## src/rtl/hvac_pkg.sv

```systemverilog
// Shared definitions for the HVAC actuator stage: state encoding and default timing.
package hvac_pkg;

    localparam logic [1:0] ST_IDLE    = 2'd0;
    localparam logic [1:0] ST_HEAT    = 2'd1;
    localparam logic [1:0] ST_COOL    = 2'd2;
    localparam logic [1:0] ST_LOCKOUT = 2'd3;

    localparam int unsigned DEF_MIN_ON      = 8;
    localparam int unsigned DEF_MIN_OFF     = 6;
    localparam int unsigned DEF_FAN_OVERRUN = 4;
    localparam int unsigned DEF_CNT_W       = 8;

    typedef enum logic [1:0] {
        S_IDLE    = ST_IDLE,
        S_HEAT    = ST_HEAT,
        S_COOL    = ST_COOL,
        S_LOCKOUT = ST_LOCKOUT
    } state_t;

endpackage

```

## src/rtl/hvac_actuator_ctrl_if.sv

```systemverilog
// Request/drive bundle between the ac controller, this stage and the plant.
interface hvac_actuator_ctrl_if;

    logic heating_req;
    logic cooling_req;
    logic heater_en;
    logic cooler_en;
    logic fan_en;
    logic lockout;
    logic req_err;

    // Side issuing the requests and observing the drives.
    modport master (
        output heating_req, cooling_req,
        input  heater_en, cooler_en, fan_en, lockout, req_err
    );

    // The actuator controller itself.
    modport slave (
        input  heating_req, cooling_req,
        output heater_en, cooler_en, fan_en, lockout, req_err
    );

endinterface

```

## src/rtl/hvac_dwell_counter.sv

```systemverilog
// Saturating dwell counter: load-to-1 on state entry, count up to a limit, never wrap.
module hvac_dwell_counter #(
    parameter int unsigned CNT_W = 8
) (
    input  logic             clk,
    input  logic             rst,
    input  logic             load_i,
    input  logic             en_i,
    input  logic [CNT_W-1:0] limit_i,
    output logic [CNT_W-1:0] count_o,
    output logic [CNT_W-1:0] count_next_o
);

    logic [CNT_W-1:0] count_q;
    logic [CNT_W-1:0] count_d;

    // Next count: load wins, otherwise increment until the limit is reached.
    always_comb begin
        count_d = count_q;
        if (load_i) begin
            count_d = CNT_W'(1);
        end else if (en_i && (count_q < limit_i)) begin
            count_d = count_q + CNT_W'(1);
        end
    end

    // Count register.
    always_ff @(posedge clk) begin
        if (rst) begin
            count_q <= '0;
        end else begin
            count_q <= count_d;
        end
    end

    assign count_o      = count_q;
    assign count_next_o = count_d;

endmodule

```

## src/rtl/hvac_actuator_ctrl.sv

```systemverilog
// Turns heat/cool requests into heater/cooler/fan drives with min-on, min-off
// lockout, forced changeover through lockout and fan overrun.
module hvac_actuator_ctrl
    import hvac_pkg::*;
#(
    parameter int unsigned MIN_ON      = DEF_MIN_ON,
    parameter int unsigned MIN_OFF     = DEF_MIN_OFF,
    parameter int unsigned FAN_OVERRUN = DEF_FAN_OVERRUN,
    parameter int unsigned CNT_W       = DEF_CNT_W
) (
    input  logic                 clk,
    input  logic                 rst,
    hvac_actuator_ctrl_if.slave  bus
);

    localparam logic [CNT_W-1:0] MIN_ON_C  = CNT_W'(MIN_ON);
    localparam logic [CNT_W-1:0] MIN_OFF_C = CNT_W'(MIN_OFF);
    localparam logic [CNT_W-1:0] FAN_OVR_C = CNT_W'(FAN_OVERRUN);

    state_t           state_q, state_d;
    logic [CNT_W-1:0] dwell_q, dwell_d, dwell_limit;
    logic             dwell_load, dwell_en;
    logic             single_heat, single_cool;

    logic heater_en_q, heater_en_d;
    logic cooler_en_q, cooler_en_d;
    logic fan_en_q,    fan_en_d;
    logic lockout_q,   lockout_d;
    logic req_err_q,   req_err_d;

    assign single_heat = bus.heating_req & ~bus.cooling_req;
    assign single_cool = bus.cooling_req & ~bus.heating_req;

    // Next-state logic.
    always_comb begin
        state_d = state_q;
        unique case (state_q)
            S_IDLE: begin
                if (single_heat)      state_d = S_HEAT;
                else if (single_cool) state_d = S_COOL;
            end
            S_HEAT: begin
                if (!bus.heating_req && dwell_q == MIN_ON_C) state_d = S_LOCKOUT;
            end
            S_COOL: begin
                if (!bus.cooling_req && dwell_q == MIN_ON_C) state_d = S_LOCKOUT;
            end
            S_LOCKOUT: begin
                if (dwell_q == MIN_OFF_C) begin
                    if (single_heat)      state_d = S_HEAT;
                    else if (single_cool) state_d = S_COOL;
                    else                  state_d = S_IDLE;
                end
            end
            default: state_d = S_IDLE;
        endcase
    end

    // One counter serves every timed state; it restarts at 1 on each entry.
    assign dwell_load  = (state_d != state_q) && (state_d != S_IDLE);
    assign dwell_en    = (state_d != S_IDLE);
    assign dwell_limit = (state_d == S_LOCKOUT) ? MIN_OFF_C : MIN_ON_C;

    hvac_dwell_counter #(
        .CNT_W (CNT_W)
    ) u_dwell (
        .clk          (clk),
        .rst          (rst),
        .load_i       (dwell_load),
        .en_i         (dwell_en),
        .limit_i      (dwell_limit),
        .count_o      (dwell_q),
        .count_next_o (dwell_d)
    );

    // Output decode from next state/dwell so registered drives line up with the state register.
    always_comb begin
        heater_en_d = (state_d == S_HEAT);
        cooler_en_d = (state_d == S_COOL);
        lockout_d   = (state_d == S_LOCKOUT);
        fan_en_d    = heater_en_d | cooler_en_d | (lockout_d && (dwell_d <= FAN_OVR_C));
        req_err_d   = bus.heating_req & bus.cooling_req;
    end

    // State and output registers.
    always_ff @(posedge clk) begin
        if (rst) begin
            state_q     <= S_IDLE;
            heater_en_q <= 1'b0;
            cooler_en_q <= 1'b0;
            fan_en_q    <= 1'b0;
            lockout_q   <= 1'b0;
            req_err_q   <= 1'b0;
        end else begin
            state_q     <= state_d;
            heater_en_q <= heater_en_d;
            cooler_en_q <= cooler_en_d;
            fan_en_q    <= fan_en_d;
            lockout_q   <= lockout_d;
            req_err_q   <= req_err_d;
        end
    end

    assign bus.heater_en = heater_en_q;
    assign bus.cooler_en = cooler_en_q;
    assign bus.fan_en    = fan_en_q;
    assign bus.lockout   = lockout_q;
    assign bus.req_err   = req_err_q;

endmodule

```

## src/flat_wrapper.sv

```systemverilog
// flat-port wrapper written by rule: the top's interface ports become plain ports
module hvac_actuator_ctrl_flat import hvac_pkg::*;
#(
    parameter int unsigned MIN_ON      = DEF_MIN_ON,
    parameter int unsigned MIN_OFF     = DEF_MIN_OFF,
    parameter int unsigned FAN_OVERRUN = DEF_FAN_OVERRUN,
    parameter int unsigned CNT_W       = DEF_CNT_W
)
  (clk, rst, bus_heating_req, bus_cooling_req, bus_heater_en, bus_cooler_en, bus_fan_en, bus_lockout, bus_req_err);
  hvac_actuator_ctrl_if bus_i ();
  input  logic clk;
  input  logic rst;
  input wire logic [$bits(bus_i.heating_req)-1:0] bus_heating_req;
  input wire logic [$bits(bus_i.cooling_req)-1:0] bus_cooling_req;
  output wire logic [$bits(bus_i.heater_en)-1:0] bus_heater_en;
  output wire logic [$bits(bus_i.cooler_en)-1:0] bus_cooler_en;
  output wire logic [$bits(bus_i.fan_en)-1:0] bus_fan_en;
  output wire logic [$bits(bus_i.lockout)-1:0] bus_lockout;
  output wire logic [$bits(bus_i.req_err)-1:0] bus_req_err;
  assign bus_i.heating_req = bus_heating_req;
  assign bus_i.cooling_req = bus_cooling_req;
  assign bus_heater_en = bus_i.heater_en;
  assign bus_cooler_en = bus_i.cooler_en;
  assign bus_fan_en = bus_i.fan_en;
  assign bus_lockout = bus_i.lockout;
  assign bus_req_err = bus_i.req_err;
  hvac_actuator_ctrl #(.MIN_ON(MIN_ON), .MIN_OFF(MIN_OFF), .FAN_OVERRUN(FAN_OVERRUN), .CNT_W(CNT_W)) u_core (.clk(clk), .rst(rst), .bus(bus_i));
endmodule
```

## config.mk

```make
export PLATFORM = sky130hd
export DESIGN_NAME = hvac_actuator_ctrl_flat
export DESIGN_NICKNAME = d
export VERILOG_FILES = /design/src/rtl/hvac_pkg.sv /design/src/rtl/hvac_actuator_ctrl_if.sv /design/src/rtl/hvac_dwell_counter.sv /design/src/rtl/hvac_actuator_ctrl.sv /design/src/flat_wrapper.sv
export SDC_FILE = /design/constraint.sdc
export NUM_CORES = 1
export LEC_CHECK = 0
export ABC_AREA = 1
export BUFFER_PORTS_ARGS = -buffer_cell sky130_fd_sc_hd__clkbuf_2
export CORE_ASPECT_RATIO = 1.1
export CORE_MARGIN = 3
export CORE_UTILIZATION = 50
export CTS_CLUSTER_SIZE = 30
export DETAILED_ROUTE_END_ITERATION = 16
export MAX_ROUTING_LAYER = met4
export PLACE_DENSITY = 0.72
export SLEW_MARGIN = 20
export SYNTH_ARGS = -nofsm -noshare
export SYNTH_HDL_FRONTEND = slang
export SYNTH_SLANG_ARGS = --single-unit
```

## constraint.sdc

```tcl
create_clock -name clk -period 2.82 [get_ports clk]
set_input_delay 0.282 -clock clk [delete_from_list [all_inputs] [get_ports clk]]
set_output_delay 0.282 -clock clk [all_outputs]
set_load 0.05 [all_outputs]
```

==> Word level (Yosys, flattened, before mapping) <==
Cells that the tools add are included.
{ "op_classes": {"n_addsub": 1, "order_cmp": 2, "n_eq_ne": 9, "n_mux": 11, "bitwise": 7, "n_reduce_logical": 9} }
{ "ops": {"columns": ["operator", "count"], "rows": [
  ["8-bit two-way mux", 2],
  ["2-bit two-way mux", 7],
  ["8-bit by 1-bit adder with 8-bit output, second input constant", 1],
  ["2-bit == test, second input constant", 4],
  ["8-bit by 3-bit == test with 1-bit output, second input constant", 1],
  ["8-bit by 4-bit == test with 1-bit output, second input constant", 1],
  ["8-bit by 3-bit less-or-equal comparator with 1-bit output, second input constant", 1],
  ["8-bit < comparator", 1],
  ["2-bit one-hot mux with 4 select lines", 1],
  ["1-bit logical AND", 5],
  ["2-bit by 1-bit == test with 1-bit output, second input constant", 2],
  ["4-bit two-way mux", 1],
  ["1-bit AND", 3],
  ["1-bit logical NOT", 2],
  ["2-bit logical NOT", 1],
  ["2-bit != test", 1],
  ["1-bit NOT", 2],
  ["1-bit bitwise OR", 2],
  ["2-bit nonzero test", 1]
]} }
{ "word_totals": {"ff_bits": 15, "inputBits": 4, "output_inout_bits": 5, "elab_cells": 46} }

==> Logic depth before layout (Yosys ltp) <==
{ "logic_depth": {"word_depth": 15, "depth_mapped": 23, "ltp_nobuf": 23} }

==> By module <==
Synthesis repeated with hierarchy kept, for this count alone.
{ "unflattened": {"cells_unflattened": 186, "area_unflattened_um2": 1239.9} }
{ "by_module_without_submodules": {"columns": ["module", "instances", "cells_per_inst", "area_each_um2", "seq_area_each_um2"], "rows": [
  ["hvac_dwell_counter", 1, 113, 725.7, 160.2],
  ["hvac_actuator_ctrl", 1, 73, 514.2, 140.1]
]} }

==> Worst setup path after synthesis <==
No wires, ideal clock.
{ "synth_timing": {"kind": "reg-to-reg", "start": "register u_core.u_dwell.count_q[0] (netlist: u_core.u_dwell.count_o[0])", "end": "register u_core.fan_en_q (netlist: u_core.bus.fan_en)", "setup_ns": 0.116, "arrival_time_ns": 2.564, "required_ns": 2.704, "slack_ns": 0.140, "stages_incl_launch_ff": 23, "path_buffers": 0, "period_less_slack_ns": 2.680, "path_cell_list": "dfxtp_1 > inv_1 > ha_1 > nand3_1 > nor2_1 > nand3_1 > nand3_1 > nand2_1 > inv_1 > ha_1 > inv_1 > ha_1 > a21o_1 > nand2_1 > nand2_1 > nor2_1 > nand3_1 > nand2_1 > inv_1 > nand3_1 > nand2_1 > nand3_1 > a21oi_1"} }
{ "synth_between": {"elab_chain_cells": 13, "elab_cells_between_ends": 24, "cone_classes": "1 x add/sub; 2 x order compare; 6 x eq/ne; 7 x mux; 2 x bitwise; 6 x reduce/logical"} }
{ "synth_lines": {"columns": ["item", "line", "text"], "rows": [
  ["start: declaration", "hvac_dwell_counter.sv:14", "logic [CNT_W-1:0] count_q;"],
  ["start signal: assignment", "hvac_dwell_counter.sv:32", "count_q <= count_d;"],
  ["8-bit by 4-bit == test with 1-bit output", "hvac_actuator_ctrl.sv:43, hvac_actuator_ctrl.sv:46", null],
  ["1-bit logical AND (on tied branches)", "hvac_actuator_ctrl.sv:46, hvac_actuator_ctrl.sv:43", null],
  ["2-bit two-way mux (on tied branches)", "hvac_actuator_ctrl.sv:46, hvac_actuator_ctrl.sv:43", null],
  ["2-bit one-hot mux with 4 select lines (*)", "hvac_actuator_ctrl.sv:37", "unique case (state_q)"],
  ["named net u_core.state_d[0]", "hvac_actuator_ctrl.sv:20", "state_t state_q, state_d;"],
  ["2-bit == test (*)", "hvac_actuator_ctrl.sv:80", "lockout_d = (state_d == S_LOCKOUT);"],
  ["named net u_core.lockout_d", "hvac_actuator_ctrl.sv:28", "logic lockout_q, lockout_d;"],
  ["4-bit two-way mux", "hvac_actuator_ctrl.sv:62", "assign dwell_limit = (state_d == S_LOCKOUT) ? MIN_OFF_C : MIN_ON_C;"],
  ["8-bit < comparator", "hvac_dwell_counter.sv:22", "end else if (en_i && (count_q < limit_i)) begin"],
  ["1-bit logical AND", "hvac_dwell_counter.sv:22", null],
  ["8-bit two-way mux", "hvac_dwell_counter.sv:22", null],
  ["8-bit two-way mux", "hvac_dwell_counter.sv:20", "if (load_i) begin"],
  ["8-bit by 3-bit less-or-equal comparator with 1-bit output", "hvac_actuator_ctrl.sv:81", "fan_en_d = heater_en_d | cooler_en_d | (lockout_d && (dwell_d <= FAN_OVR_C));"],
  ["1-bit logical AND (*)", "hvac_actuator_ctrl.sv:81", null],
  ["1-bit bitwise OR (*)", "hvac_actuator_ctrl.sv:81", null],
  ["end signal: assignment", "hvac_actuator_ctrl.sv:98", "fan_en_q <= fan_en_d;"],
  ["end: declaration", "hvac_actuator_ctrl.sv:27", "logic fan_en_q, fan_en_d;"]
]} }
The timed path passes the listed nets; every way through them passes the cells marked *.
A chain may end at the register's enable or synchronous reset.

==> Worst setup path after layout <==
{ "layout_timing": {"start": "register u_core.u_dwell.count_q[0] (netlist: u_core.u_dwell.count_o[0])", "end": "register u_core.fan_en_q (netlist: u_core.bus.fan_en)"} }
{ "layout_between": {"elab_chain_cells": 13, "elab_cells_between_ends": 24, "cone_classes": "1 x add/sub; 2 x order compare; 6 x eq/ne; 7 x mux; 2 x bitwise; 6 x reduce/logical"} }
{ "layout_lines": {"columns": ["item", "line"], "rows": [
  ["8-bit by 4-bit == test with 1-bit output", "hvac_actuator_ctrl.sv:43, hvac_actuator_ctrl.sv:46"],
  ["1-bit logical AND (on tied branches)", "hvac_actuator_ctrl.sv:46, hvac_actuator_ctrl.sv:43"],
  ["2-bit two-way mux (on tied branches)", "hvac_actuator_ctrl.sv:46, hvac_actuator_ctrl.sv:43"],
  ["2-bit one-hot mux with 4 select lines (*)", "hvac_actuator_ctrl.sv:37"],
  ["named net u_core.state_d[0]", "hvac_actuator_ctrl.sv:20"],
  ["2-bit == test", "hvac_actuator_ctrl.sv:62, hvac_actuator_ctrl.sv:80"],
  ["4-bit two-way mux", "hvac_actuator_ctrl.sv:62"],
  ["8-bit < comparator", "hvac_dwell_counter.sv:22"],
  ["1-bit logical AND", "hvac_dwell_counter.sv:22"],
  ["8-bit two-way mux", "hvac_dwell_counter.sv:22"],
  ["8-bit two-way mux", "hvac_dwell_counter.sv:20"],
  ["8-bit by 3-bit less-or-equal comparator with 1-bit output", "hvac_actuator_ctrl.sv:81"],
  ["1-bit logical AND", "hvac_actuator_ctrl.sv:81"],
  ["1-bit bitwise OR (*)", "hvac_actuator_ctrl.sv:81"]
]} }
Marked as above.

==> results.md <==
* Status: finished clean
* PnR worst setup slack at 0.106 ns
* Syn_nets at 138
* Global-route wire length before repair at 3150 um
* NumNets Final at 160
* H-tree depth at 1
* WL/cell at 12.9 um
* Initial antenna violation count at 0
* Reg2reg start: u_core.u_dwell.count_o[0]$_SDFF_PP0_
* R2r worst-path depth at 19
* CP cell instances: inv_4 > ha_2 > nand3_2 > nor2_4 > nand3_2 > nand3_2 > nand2_2 > inv_2 > buf_4 > ha_2 > nand2_1 > a21o_1 > nand2_2 > nand2_4 > buf_6 > xor2_1 > o211ai_1 > nand3_1 > a21oi_2
* Core ar. at 1630 sq um
* Delay-heaviest family, CP: simple AND/OR/NAND/NOR gates
* Congestion Overflow GR at 0
* Worst Skew at 0.0121 ns
* Root Buffer: clkbuf_4
* Initial Util at 54.6%
* Number of iterations in the first detailed-routing pass at 4
* Max-cap violations at 0
* Overall Power at 1.19 mW
* Hold-fix buffers at CTS at 0
* Post-synth ARST share at 0%
* Worst hold-check path type: in2reg
* Critical Path Sink Type: register
* Seq pwr share at 26.4%
* Worst path arrival time at 2.93 ns
* Maximum VDD drop at 0.611 mV
* Synth area leaders: dfxtp_1 34%, ha_1 13%, nand2_1 9.7%, nor2_1 8.8%, inv_1 8.0%
* DRT Wirelength at 2110 um
* Clock sink total at 15
* Vias in the first global route at 792
* Crit Path Category: reg2reg
* Setup TNS Final at 0 ns
* Dpl ws at -0.0558 ns
* Post-synth top cells: 23 x nand2_1, 21 x nor2_1, 19 x inv_1
* Placer congestion estimate at 0.894
* Maximum clock rate at 368 MHz
* Buf/Inv on CP at 4
* Most used flip-flop cell after synthesis: dfxtp_1
* DIE AREA at 2330 sq um
* Post-DP HPWL at 1440 um
* Pint at 0.619 mW
* CP Launch Type: register
* Critical Path Fanout Max at 3
* Post-synth top area share at 33.7%
* Synth Register Bits at 15
* Slowest CP cell: dfxtp_2
* Die Width at 46.3 um
* WP depth at 19
* Post-synthesis cell type with the largest combined area: dfxtp_1
* Clock Power Share at 10.7%
* YS warnings at 0
* Global Route Usage Sum at 19.3%
* Tcrit/Tclk final at 96.3%
* Number of synthesized flops with an enable pin at 0
* Largest stage delay, worst path at 0.36 ns
* Reg area at 308 sq um
* ANT nets after route at 0
* Synth cell types at 22
* DRC violations left at 0
* Initial drt markers at 12
* Met2 GRT Util at 30.3%
* Largest net degree at the start of global routing at 14
* M1 GR Usage at 22.2%
* Max Slew Vio Count at 0
* Inserted Clock Buffers at 3
* Die Y at 50.3 um
* Vias after detailed routing at 817
* PortBufs at 8
* Synth Cell Area at 892 sq um
* Leakage at 0.558 nW
* Proportion of layout cells with a drive suffix above 1 at 45.9%
* PwrDens at 991 nW/um^2
* Sequential-to-total area share from yosys stat at 33.7%
* Top Usage Layer GRT: met2
* Later-pin clock latency in the skew report at 0.29 ns
* Slew HR at 81.5%
* Worst-path clk slew at 0.10 ns
* Combinational power share at 62.8%
* Diodes inserted at 0
* Area Overhead vs Synth at 34.1%
* Hold Vio Cnt, Final at 0
* Flop2flop setup slack at 0.11 ns
* IO Count at 9
* Critical path required time at 3.04 ns
* Vias per cell at 5.01
* Mean area per synthesized cell at 7.14 sq um
* Setup crit start: u_core.u_dwell.count_o[0]$_SDFF_PP0_
* Met3 global-route usage at 4.30%
* CP most frequent cell: nand3_2
* Worst-margin pin slew at 0.277 ns
* Max Root-Sink Buffers at 2
* Tmin final at 2.71 ns
* FP Rows at 15
* Final setup fails at 0
* Switch share at 47.8%
* Multi-input gate area at 626 sq um
* Most common cell in the netlist: nand2_1
* Post-Route Utilization at 73.3%
* Cells after synthesis at 125
* CTS tree: built
* Fillers at 130
* NetSw at 0.567 mW
* Critical Path Sink: u_core.bus.fan_en$_SDFF_PP0_
* RR Endpoint: u_core.bus.fan_en$_SDFF_PP0_
## kinds of logic after synthesis
family / after synthesis / share of synthesized area, %
simple gates: 65 / 33.2
buf+inv: 23 / 10.7
compound gates: 9 / 5.89
flops: 15 / 33.7
fa+ha+maj: 9 / 12.6
xor+xnor: 4 / 3.93
## cells in the final DEF, fill, tap and decap left out, types with 2 or more instances in the layout
cell / n
nand2_1: 19
nor2_1: 16
inv_1: 13
dfxtp_1: 11
buf_4: 10
clkbuf_2: 8
nor2_2: 6
nand2_2: 6
nand3_2: 5
nand3_1: 5
inv_2: 4
xor2_1: 4
ha_1: 4
inv_4: 3
nor2_4: 3
ha_4: 3
clkbuf_4: 3
dfxtp_2: 3
a21oi_2: 2
clkinv_2: 2
o21ai_0: 2
o211ai_1: 2
nand2_4: 2
ha_2: 2
## area by class of cell
class | instances | area share, %
multi-input cells | 87 | 52.3
clock inverters | 1 | 0.418
clock buffers | 3 | 1.88
inverters | 21 | 7.32
flip-flops and latches | 15 | 25.7
repair buffers | 19 | 10.6
well taps | 17 | 1.78
## worst min-delay path by stage
| stage | from | to | slack, ns | depth (start not counted) |
|---|---|---|---|---|
| finish | bus_heating_req | u_core.bus.req_err$_SDFF_PP0_ | 0.25 | 3 |
| global route | bus_heating_req | u_core.bus.req_err$_SDFF_PP0_ | 0.26 | 3 |
| CTS | bus_heating_req | u_core.bus.req_err$_SDFF_PP0_ | 0.25 | 3 |
| detailed placement | u_core.u_dwell.count_o[7]$_SDFF_PP0_ | u_core.u_dwell.count_o[7]$_SDFF_PP0_ | 0.45 | 2 |
| global placement | u_core.u_dwell.count_o[5]$_SDFF_PP0_ | u_core.u_dwell.count_o[5]$_SDFF_PP0_ | 0.45 | 2 |
| floorplan | rst | u_core.bus.fan_en$_SDFF_PP0_ | 0.35 | 1 |
## routing by layer
metal	part of all wire [%]	wire, um
met5	0	0
met4	1.8	38
met3	3.0	64
met2	52	1100
met1	43	910
## registers in the layout (all words and copies together), names as in the netlist
signal / count
u_core.bus.req_err: 1
u_core.bus.fan_en: 1
u_core.state_q: 2
u_core.u_dwell.count_o: 8
u_core.bus.lockout: 1
u_core.bus.heater_en: 1
u_core.bus.cooler_en: 1
## power by group through the flow
stage                     registers, mW  logic [mW]  clock network (mW)
after CTS                         0.299       0.593               0.131
after global routing              0.320       0.826               0.141
after global placement            0.295       0.571                   0
after floorplan                   0.340       0.379                   0
final                             0.313       0.745               0.127
after detailed placement          0.298       0.582                   0
## what timing repair did
item / 4_1_cts / 5_1_grt
pin swaps: 2 / 13
setup endpoints to repair: 1 / 5
buffers inserted: 1 / 1
gates resized for setup: 5 / 39
## metrics by stage
stage / instance area (sq um) / hold WS, ns / cells
2_1_floorplan: 892 / 0.351 / 125
3_3_place_gp: 1010 / 0.445 / 157
3_5_place_dp: 1010 / 0.448 / 157
4_1_cts: 1050 / 0.250 / 162
5_1_grt: 1200 / 0.262 / 163
6_report: 1200 / 0.246 / 163
## worst register-to-register path: stages, from the launching register on
cell	delay, ns
dfxtp_2	0.36
inv_4	0.07
ha_2	0.17
nand3_2	0.09
nor2_4	0.16
nand3_2	0.09
nand3_2	0.08
nand2_2	0.07
inv_2	0.07
buf_4	0.11
ha_2	0.21
nand2_1	0.08
a21o_1	0.17
nand2_2	0.09
nand2_4	0.07
buf_6	0.12
xor2_1	0.15
o211ai_1	0.21
nand3_1	0.14
a21oi_2	0.15
No activity file was read; power rests on OpenSTA's default activity.
